===== src/rtl/result_pkg.sv =====
// Shared types and sizing helpers for the result reporter.
package result_pkg;

  localparam int unsigned total_weights_default = 100;

  function automatic int unsigned idx_width(input int unsigned n);
    return (n > 1) ? $clog2(n) : 1;
  endfunction

  typedef enum logic [1:0] {StIdle, StScan, StEmit, StDone} state_e;

endpackage


===== src/rtl/result_reporter_if.sv =====
// Valid/ready stream carrying matched string indices out of the reporter.
interface result_reporter_if #(
  parameter int unsigned IDW = result_pkg::idx_width(result_pkg::total_weights_default)
) ();

  logic           match_valid;
  logic [IDW-1:0] match_id;
  logic           out_ready;

  modport master (output match_valid, output match_id, input out_ready);
  modport slave  (input match_valid, input match_id, output out_ready);

endinterface


===== src/rtl/result_reporter_lsb_priority_enc.sv =====
// Combinational lowest-set-bit encoder; index is 0 when no bit is set.
module lsb_priority_enc #(
  parameter int unsigned total_weights = 100,
  parameter int unsigned IDW           = 7
) (
  input  logic [total_weights-1:0] vec,
  output logic [IDW-1:0]           index,
  output logic                     any
);

  always_comb begin
    index = '0;
    // Scan downwards so the lowest set bit is the last one written.
    for (int i = int'(total_weights) - 1; i >= 0; i--) begin
      if (vec[i]) index = IDW'(i);
    end
    any = |vec;
  end

endmodule


===== src/rtl/result_reporter.sv =====
// Snapshots a match vector and streams out matched indices lowest first, then pulses done.
// Define RESULT_DROP_CNT_EN to count results_valid strobes ignored while a report is running.
module result_reporter
  import result_pkg::*;
#(
  parameter int unsigned total_weights = total_weights_default,
  parameter int unsigned IDW           = idx_width(total_weights)
) (
  input  logic                     clk,
  input  logic                     reset,
  input  logic [total_weights-1:0] string_results,
  input  logic                     results_valid,
  result_reporter_if.master        match_bus,
  output logic                     busy,
  output logic                     done,
  output logic [IDW:0]             match_count,
  output logic [7:0]               drop_count
);

  state_e                   state;
  logic [total_weights-1:0] pending;
  logic [IDW:0]             count;
  logic [IDW-1:0]           enc_idx;
  logic                     enc_any;

  // pending already has the on-screen index cleared, so one encoder serves SCAN and EMIT.
  lsb_priority_enc #(
    .total_weights(total_weights),
    .IDW          (IDW)
  ) u_enc (
    .vec  (pending),
    .index(enc_idx),
    .any  (enc_any)
  );

  always_ff @(posedge clk) begin
    if (reset) begin
      state                 <= StIdle;
      pending               <= '0;
      count                 <= '0;
      match_bus.match_valid <= 1'b0;
      match_bus.match_id    <= '0;
      done                  <= 1'b0;
      busy                  <= 1'b0;
      match_count           <= '0;
    end else begin
      done <= 1'b0;
      unique case (state)
        StIdle: begin
          if (results_valid) begin
            pending <= string_results;
            count   <= '0;
            busy    <= 1'b1;
            state   <= StScan;
          end
        end
        StScan: begin
          if (!enc_any) begin
            done        <= 1'b1;
            match_count <= count;
            state       <= StDone;
          end else begin
            match_bus.match_id    <= enc_idx;
            match_bus.match_valid <= 1'b1;
            pending[enc_idx]      <= 1'b0;
            state                 <= StEmit;
          end
        end
        StEmit: begin
          if (match_bus.match_valid && match_bus.out_ready) begin
            count <= count + 1'b1;
            if (enc_any) begin
              match_bus.match_id <= enc_idx;
              pending[enc_idx]   <= 1'b0;
            end else begin
              match_bus.match_valid <= 1'b0;
              done                  <= 1'b1;
              match_count           <= count + 1'b1;
              state                 <= StDone;
            end
          end
        end
        StDone: begin
          busy  <= 1'b0;
          state <= StIdle;
        end
        default: state <= StIdle;
      endcase
    end
  end

`ifdef RESULT_DROP_CNT_EN
  always_ff @(posedge clk) begin
    if (reset) begin
      drop_count <= '0;
    end else if (results_valid && (state != StIdle) && (drop_count != 8'hff)) begin
      drop_count <= drop_count + 8'd1;
    end
  end
`else
  assign drop_count = 8'd0;
`endif

endmodule

===== src/flat_wrapper.sv =====
// flat-port wrapper written by rule: the top's interface ports become plain ports
module result_reporter_flat import result_pkg::*;
#(
  parameter int unsigned total_weights = total_weights_default,
  parameter int unsigned IDW           = idx_width(total_weights)
)
  (clk, reset, string_results, results_valid, busy, done, match_count, drop_count, match_bus_match_valid, match_bus_match_id, match_bus_out_ready);
  result_reporter_if #(.IDW(IDW)) match_bus_i ();
  input  logic clk;
  input  logic reset;
  input  logic [total_weights-1:0] string_results;
  input  logic results_valid;
  output logic busy;
  output logic done;
  output logic [IDW:0] match_count;
  output logic [7:0] drop_count;
  output wire logic [$bits(match_bus_i.match_valid)-1:0] match_bus_match_valid;
  output wire logic [$bits(match_bus_i.match_id)-1:0] match_bus_match_id;
  input wire logic [$bits(match_bus_i.out_ready)-1:0] match_bus_out_ready;
  assign match_bus_match_valid = match_bus_i.match_valid;
  assign match_bus_match_id = match_bus_i.match_id;
  assign match_bus_i.out_ready = match_bus_out_ready;
  result_reporter #(.total_weights(total_weights), .IDW(IDW)) u_core (.clk(clk), .reset(reset), .string_results(string_results), .results_valid(results_valid), .match_bus(match_bus_i), .busy(busy), .done(done), .match_count(match_count), .drop_count(drop_count));
endmodule

===== config.mk =====
export PLATFORM = sky130hd
export DESIGN_NAME = result_reporter_flat
export DESIGN_NICKNAME = d
export VERILOG_FILES = /design/src/rtl/result_pkg.sv /design/src/rtl/result_reporter_if.sv /design/src/rtl/result_reporter_lsb_priority_enc.sv /design/src/rtl/result_reporter.sv /design/src/flat_wrapper.sv
export SDC_FILE = /design/constraint.sdc
export NUM_CORES = 1
export LEC_CHECK = 0
export CAP_MARGIN = 20
export CORE_UTILIZATION = 48
export CTS_CLUSTER_DIAMETER = 60
export DETAILED_ROUTE_END_ITERATION = 6
export GPL_TIMING_DRIVEN = 0
export PLACE_DENSITY = 0.78
export SYNTH_ARGS = -nofsm -noshare
export SYNTH_HDL_FRONTEND = slang
export SYNTH_SLANG_ARGS = --single-unit

===== constraint.sdc =====
create_clock -name clk -period 5.5 [get_ports clk]
set_input_delay 1.1 -clock clk [delete_from_list [all_inputs] [get_ports clk]]
set_output_delay 1.1 -clock clk [all_outputs]
set_load 0.02 [all_outputs]

======== After elaboration in Yosys (flattened, before gate mapping) ========
Index checks and enable logic that the tools add are counted.
word-level totals
  bits in registers ....................... 128
  output and inout port bits .............. 26
  word-level logic and storage cells ...... 166
cells by class
  add/sub/neg operators ................... 1
  $lt $le $gt $ge ......................... 2
  equality and inequality tests ........... 8
  mux-type cells .......................... 130
  bitwise operators ....................... 2
  reduce and logical (&&, ||, !) cells .... 15
operator list
  kind                   number
  $mux W7                102
  $mux W100              3
  $pmux W100 S3          1
  $and A100 B100 Y100    1
  $not A100 Y100         1
  $reduce_or A100 Y1     1
  $mux W8                5
  $pmux W8 S2            2
  $pmux W7 S2            1
  $reduce_and A3 Y1      3
  $add A8 B1 Y8 const B  1
  $lt A7 B8 Y1 const B   1
  $mux W1                8
  $pmux W2 S4            1
  $reduce_and A4 Y1      2
  $demux W1 S7           1
  $ge A7 B1 Y1 const B   1
  $mux W2                3
  $ne A2 B2 Y1 const B   3
  $pmux W1 S2            3
  $reduce_bool A2 Y1     3
  $eq A2 B2 Y1 const B   2
  $ne A2 B1 Y1 const B   2
  $reduce_and A2 Y1      2
  4 further kinds        5

======== Depth between registers and ports, before layout ========
  word-level depth ........................ 109
  depth in mapped cells ................... 12

======== Cells and area by module ========
A second synthesis with hierarchy kept.
unflattened totals
  cells, all modules ...................... 926
  area total of the unflattened synthesis .. 7,369.6 µm²
modules (own cells, without submodules)
  module            times used  cells each  area an instance (µm²)  seq. area each (µm²)
  result_reporter   1           692         6,009.5                 2,562.5
  lsb_priority_enc  1           234         1,360.1                 0.0

======== Least setup slack after synthesis ========
Ideal clock, no wire load.
  kind .................................... input port to flip-flop
  start point ............................. in reset
  end point ............................... reg u_core.pending[98]
  library setup time ...................... 116 ps
  data arrival time ....................... 2,704 ps
  setup slack ............................. 2,680 ps
  cell stages on the path ................. 5
  buffers on the path ..................... 2
  cell sequence ........................... clkbuf_1 > clkinv_1 > dlygate4sd3_1 > a32o_1 > a41o_1
RTL lines
  item                    line                   text
  start: declaration      flat_wrapper.sv:10     input logic reset;
  end signal: assignment  result_reporter.sv:51  pending <= string_results;
  end: declaration        result_reporter.sv:21  logic [total_weights-1:0] pending;

======== Worst setup path in the final report ========
  start point ............................. reg u_core.pending[64]
  end point ............................... reg u_core.pending[97]
on the way
  word-level cells in the longest chain between the ends .. 74
RTL lines
  item                                                                line                                          text
  $mux W7 (65 in a row)                                               result_reporter_lsb_priority_enc.sv:15        if (vec[i]) index = IDW'(i);
  $lt A7 B8 Y1 (not written as such) or $ge A7 B1 Y1 (tied branches)  result_reporter.sv:65, result_reporter.sv:74
  $logic_and A1 B1 Y1 (not written as such)                           result_reporter.sv:65, result_reporter.sv:74
  $mux W1 (not written as such)                                       result_reporter.sv:65, result_reporter.sv:74
  $demux W1 S7                                                        -
  $not A100 Y100 (no line)                                            -
  $and A100 B100 Y100 (no line)                                       -
  $mux W100 *                                                         result_reporter.sv:58, result_reporter.sv:72
  $mux W100                                                           result_reporter.sv:70                         if (match_bus.match_valid && match_bus.out_ready) begin
  $pmux W100 S3 *                                                     result_reporter.sv:48                         unique case (state)
Every way passes the cells marked *; elsewhere a longest branch is shown, timed or not. The select of a mux whose other input is x is not followed.
A chain may end at the register's enable or synchronous reset.

==> reports/qor.tcl <==
set qor(post_synth_main_area_contributors) {dfxtp_1 (35%), a21oi_1 (5.0%), nand2_1 (4.6%)}
set qor(dr.pass1.iters) 7
set qor(std_cell_rows) 44
set qor(hold-path-cell-count) 2
set qor(postCtsHoldBufs) 0
set qor(gr-total-overflow) 0
set qor(vdd.ir_drop.worst_mv) 0.432
set qor(type_of_the_worst_min_delay_path) {flip-flop to flip-flop}
set qor(clock-root-buffer) {clkbuf_16}
set qor(synthesis.instances) 901
set qor(design.portCount) 130
set qor(chipHeight_um) 125
set qor(cts_post_setup_buffers_inserted) 0
set qor(hold_path_startpoint) {u_core.match_bus.match_id[3]}
set qor(viasPerCell) 6.64
set qor(status) {finished with violations}
set qor(finalSetupViolations) 0
set qor(utilization_after_layout_pct) 64.0
set qor(grt_first_pass_wirelength_um) 43200
set qor(report.final.hold_viol_count) 0
set qor(clk_pin_slew_worst_paths_ns) 0.06
set qor(crit_arrival_ns) 4.39
set qor(tns_ns) 0
set qor(num-fill-cells) 1272
set qor(pwr_density_cell_nw_per_um2) 793
set qor(number_of_maximum_capacitance_constraint_violations) 0
set qor(starting_utilization_of_the_core_area_pct) 49.6
set qor(first_iter_violations) 1059
set qor(worst_slew_margin_rel_pct) 34.0
set qor(timing.rr.start) {u_core.pending[64]}
set qor(synth-main-ff-cell) {dfxtp_1}
set qor(power.static_leakage_nw) 3.48
set qor(final_nets) 1158
set qor(synthMostInstantiatedCell) {dfxtp_1}
set qor(critical_path_class) {flip-flop to flip-flop}
set qor(antenna_found_initial) 0
set qor(rsz0062_at_grt) {false}
set qor(power.total_mw) 7.43
set qor(tritoncts_clock_tree) {done}
set qor(failed_checks) {design-rule violations}
set qor(post_synth_instance_area_um2) 7270
set qor(tightest_slew_ns) 0.990
set qor(worst-r2r-setup-slack_ns) 1.39
set qor(routed_wl_um) 28500
set qor(timing.final.max_slew_violations) 0
set qor(fin_skew_ns) 0.0122
set qor(synth.cells.most_frequent) {dfxtp_1 (128), nand2_1 (89), nor2_1 (85)}
set qor(syn_area_per_cell_um2) 8.06
set qor(wire_per_inst_um) 22.9
set qor(timing.critical_path.to_type) {flip-flop}
set qor(yosysWarningCount) 0
set qor(final_antenna_net_count) 0
set qor(drt_drc_violations_left) 22
set qor(drive_gt1_share_pct) 8.20
set qor(grt_use_total_pct) 36.4
set qor(worst_hold_path.endpoint) {u_core.match_bus.match_id[3]}
set qor(synth_seq_cells) 128
set qor(yosysTopAreaCellShare_pct) 35.3
set qor(grt_start_max_net_pins) 17
set qor(fp.dieArea_um2) 15600
set qor(r2r_cells) 11
set qor(worst-endpoint-required_ns) 5.78
set qor(clk_latency_ns) 0.44
set qor(yosysTopAreaCell) {dfxtp_1}
set qor(post_cts.resized_instances) 0
set qor(relative_area_change_from_synthesis_to_final_layout_pct) 29.1
set qor(cts-buffers-inserted) 17
set qor(cts_buffer_depth) 2
set qor(cts_sinks) 128
set qor(fmax_ghz) 0.244
set qor(htree_levels) 4
set qor(placement.io_buffers) 120
set qor(yosys.cell_types.count) 85
set qor(detailedPlacementHpwl_um) 20300
set qor(die-width_um) 125
set qor(total_via_count_in_the_routed_design) 8269
set qor(r2r-end) {u_core.pending[97]}
set qor(post_synth_edffs) 0
set qor(diodes) 0
set qor(post-route-period-util_pct) 74.7
set qor(synth-async-reset-ratio_pct) 0
set qor(period_minus_slack_ns) 4.11
set qor(first_global_vias) 7595
set qor(core_um2) 14600
set qor(critical_path_startpoint_category) {flip-flop}
set qor(synth.yosys.seq_area_share_pct) 35.3
set qor(worst-path-max-fanout) 10
set qor(globalplace.congestion) 1.02
==> routing by layer <==
layer	vias up	global-route usage (%)	part of all wire [%]
met5	-	0	0
met4	0	18.7	4.1
met3	103	8.90	12
met2	604	54.9	43
met1	3821	48.4	41
li1	3741	-	-
==> stage by stage <==
stage / hold slack, ns / worst slack (ns) / instance area (um2) / std cells
6_report: 0.455 / 1.39 / 9380 / 1245
5_1_grt: 0.490 / 1.21 / 9380 / 1245
4_1_cts: 0.458 / 1.58 / 9380 / 1245
3_5_place_dp: 0.446 / 1.62 / 8730 / 1213
3_3_place_gp: 0.448 / 1.61 / 8720 / 1212
2_1_floorplan: 0.465 / 2.68 / 7290 / 908
==> report_power, final <==
| group | switching (mW) | total [mW] | internal [mW] |
|---|---|---|---|
| sequential | 0.426 | 1.72 | 1.29 |
| clock | 0.438 | 1.24 | 0.805 |
| combinational | 2.92 | 4.47 | 1.56 |
==> cells by family after synthesis <==
kind of cell	count (synthesis)	share of synthesized area (%)
AOI/OAI and AO/OA	309	31.0
other	1	0.0516
adders and majority gates	6	1.03
buffers and inverters	95	6.49
muxes	4	0.551
DFF	128	35.3
xor gates and xnor gates	6	0.723
and+or+nand+nor	352	24.9
==> cell type report <==
class                           instances  area, um2  area share [%]
Tap cell                              184        230            2.46
Clock inverter                          9        154            1.64
Sequential cell                       128       2560            27.3
Multi-Input combinational cell        685       4260            45.4
Timing Repair Buffer                  121       1210            12.9
Inverter                               31        116            1.24
Clock buffer                           23        488            5.20
Buffer                                 64        355            3.79
==> how the worst max path moves through the flow <==
stage | startpoint | end | slack, ns | depth (start not counted)
2_1_floorplan | reset | u_core.pending[98] | 2.68 | 5
3_3_place_gp | u_core.pending[64] | u_core.pending[97] | 1.61 | 11
3_5_place_dp | u_core.pending[64] | u_core.pending[97] | 1.62 | 11
4_1_cts | u_core.pending[64] | u_core.pending[97] | 1.58 | 11
5_1_grt | u_core.pending[64] | u_core.pending[97] | 1.21 | 11
6_report | u_core.pending[64] | u_core.pending[97] | 1.39 | 11
==> layout by cell type, fill, tap and decap left out, types with 15 or more instances in the layout <==
cell type,synthesis,final
a21oi_1,72,72
nor3_1,38,38
clkbuf_1,29,31
inv_1,30,30
o21ai_0,36,36
a22oi_1,15,15
a211oi_1,15,15
a32o_1,29,29
nor2_1,85,85
dfxtp_1,128,128
clkdlybuf4s50_1,0,120
nand3_1,35,35
clkbuf_16,0,17
nand2_1,89,89
nor4_1,27,27
==> registers in the layout, summed over array words and instances (netlist names) <==
register / count
u_core.match_bus.match_valid: 1
u_core.pending: 100
u_core.count: 8
u_core.done: 1
u_core.state: 2
u_core.match_count: 8
u_core.match_bus.match_id: 7
u_core.busy: 1
==> critical path, stage by stage (launching register included) <==
cell and delay, ns:
dfxtp_1 0.42, nor2_1 0.08, o31a_1 0.23, o311ai_0 0.64
a311oi_1 0.25, o311ai_1 0.53, and2_1 0.20, clkbuf_1 0.24
a311oi_1 0.18, nor3_1 0.31, clkbuf_1 0.66, o31ai_1 0.20
Power figures use the tool's default switching activity.
==> edit (same settings) <==
Add a define of `RESULT_DROP_CNT_EN`.
--- a/src/rtl/result_reporter.sv
+++ b/src/rtl/result_reporter.sv
@@ -1,4 +1,6 @@
 // Snapshots a match vector and streams out matched indices lowest first, then pulses done.
 // Define RESULT_DROP_CNT_EN to count results_valid strobes ignored while a report is running.
+`define RESULT_DROP_CNT_EN
+
 module result_reporter
   import result_pkg::*;
Function: changed (a bounded check fails within 4 cycles, from zero or initial values and one cycle with reset high).
==> edit against the unedited design <==
  * Combinational power shrank 16%
  * Die area down 3.1%
  * Routed wire length decreased by 17%
  * Cell area decreased by 2.5%
  * Sequential cell count increased by 8
  * Synthesized area is 3.1% lower
  * Power down 11%
  * Setup slack better by 94 ps
  * Global-route usage decreased by 4.3 points
  * Critical path depth did not move
  * Sequential power barely moved
  * Critical endpoint is now u_core.pending[77]
==> edit: results (changes against the unedited design) <==
- The worst slack at placement came to 1150 ps (-466 ps).
- The setup skew after layout is 8.09 ps (-4.10 ps).
- The static leakage is 3.48 nW (about the same).
- The per-cell via count in the routed design is 6.14 (-7.5%).
- The fraction of power spent switching nets is 49.2% (-1.6 points).
- The reported clock group power is 1.16 mW (-6%).
- The multiplexer share of the synthesized area came to 0.711% (+0.16 points).
- The count of input and output buffers is 128 (+6.7%).
- The sequential share of the synthesized area was 38.7% (+3.4 points).
- The final estimated routing congestion in global placement was 0.944 (-7.2%).
- The unique cell type count in the Yosys netlist came to 62 (-27%).
- The overall routing resource usage is 32.1% (-4.3 points).
- By count the netlist is led by 167 x sky130_fd_sc_hd__nand2_1, 136 x sky130_fd_sc_hd__dfxtp_1, 85 x sky130_fd_sc_hd__nor2_1.
- The startpoint of the worst hold path is u_core.match_bus.match_id[0].
- The post-route met1 wirelength is 10200 um (-12%).
- The adder-cell area share of the yosys netlist came to 1.24% (+0.21 points).
- The first-pass GRT wire length is 36800 um (-15%).
- The number of detailed-route iterations in the first pass is 5 (-2).
- The start point of the critical path is results_valid.
- The cell area reported after detailed placement came to 0.00855 sq mm (-2.2%).
- The count of fill cells added during filler insertion is 1265 (-0.55%).
- The wire length on met2 was 10300 um (-16%).
- The met3 track demand over resource was 8.03% (-0.87 points).
- The flow ran to the end, and the final reports show no timing, DRC or antenna violations.
- In this run the critical register-to-register path is launched from u_core.pending[12].
- The average cell area after synthesis is 7.51 sq um (-6.8%).
- The highest-delay cell along the critical path is sky130_fd_sc_hd__a21oi_1.
- The number of design-rule violations left by the first detailed-router iteration is 968 (-8.6%).
- By area the synthesized netlist is led by sky130_fd_sc_hd__dfxtp_1 39%, sky130_fd_sc_hd__nand2_1 8.9%, sky130_fd_sc_hd__o21ai_0 5.8%.
[edit: cell types whose count changed after synthesis, sizes merged, moves of 8 or more]
| cell | delta |
|---|---|
| nand2 | +78 |
| o21ai | +61 |
| buf | -26 |
| a32o | -25 |
| nand3 | -22 |
| a21oi | -16 |
| a41o | -11 |
| dfxtp | +8 |
| o311ai | -8 |
[edit: worst paths after layout]
path / end / cells after the start / slack [ps]
worst max register to register: u_core.pending[51] / 9 / 1670
worst max-delay path: u_core.pending[77] / 11 / 1490
worst min register to register: u_core.match_bus.match_id[0] / 2 / 470
worst min-delay path: u_core.match_bus.match_id[0] / 2 / 470
[edit: area by class of cell]
cell class | instances | share of cell area (%)
inverters | 28 | 1.15
flip-flops and latches | 136 | 29.8
repair buffers | 128 | 14.0
well taps | 180 | 2.46
plain buffers | 40 | 1.75
clock inverters | 12 | 1.66
multi-input cells | 733 | 44.3
clock buffers | 20 | 4.89
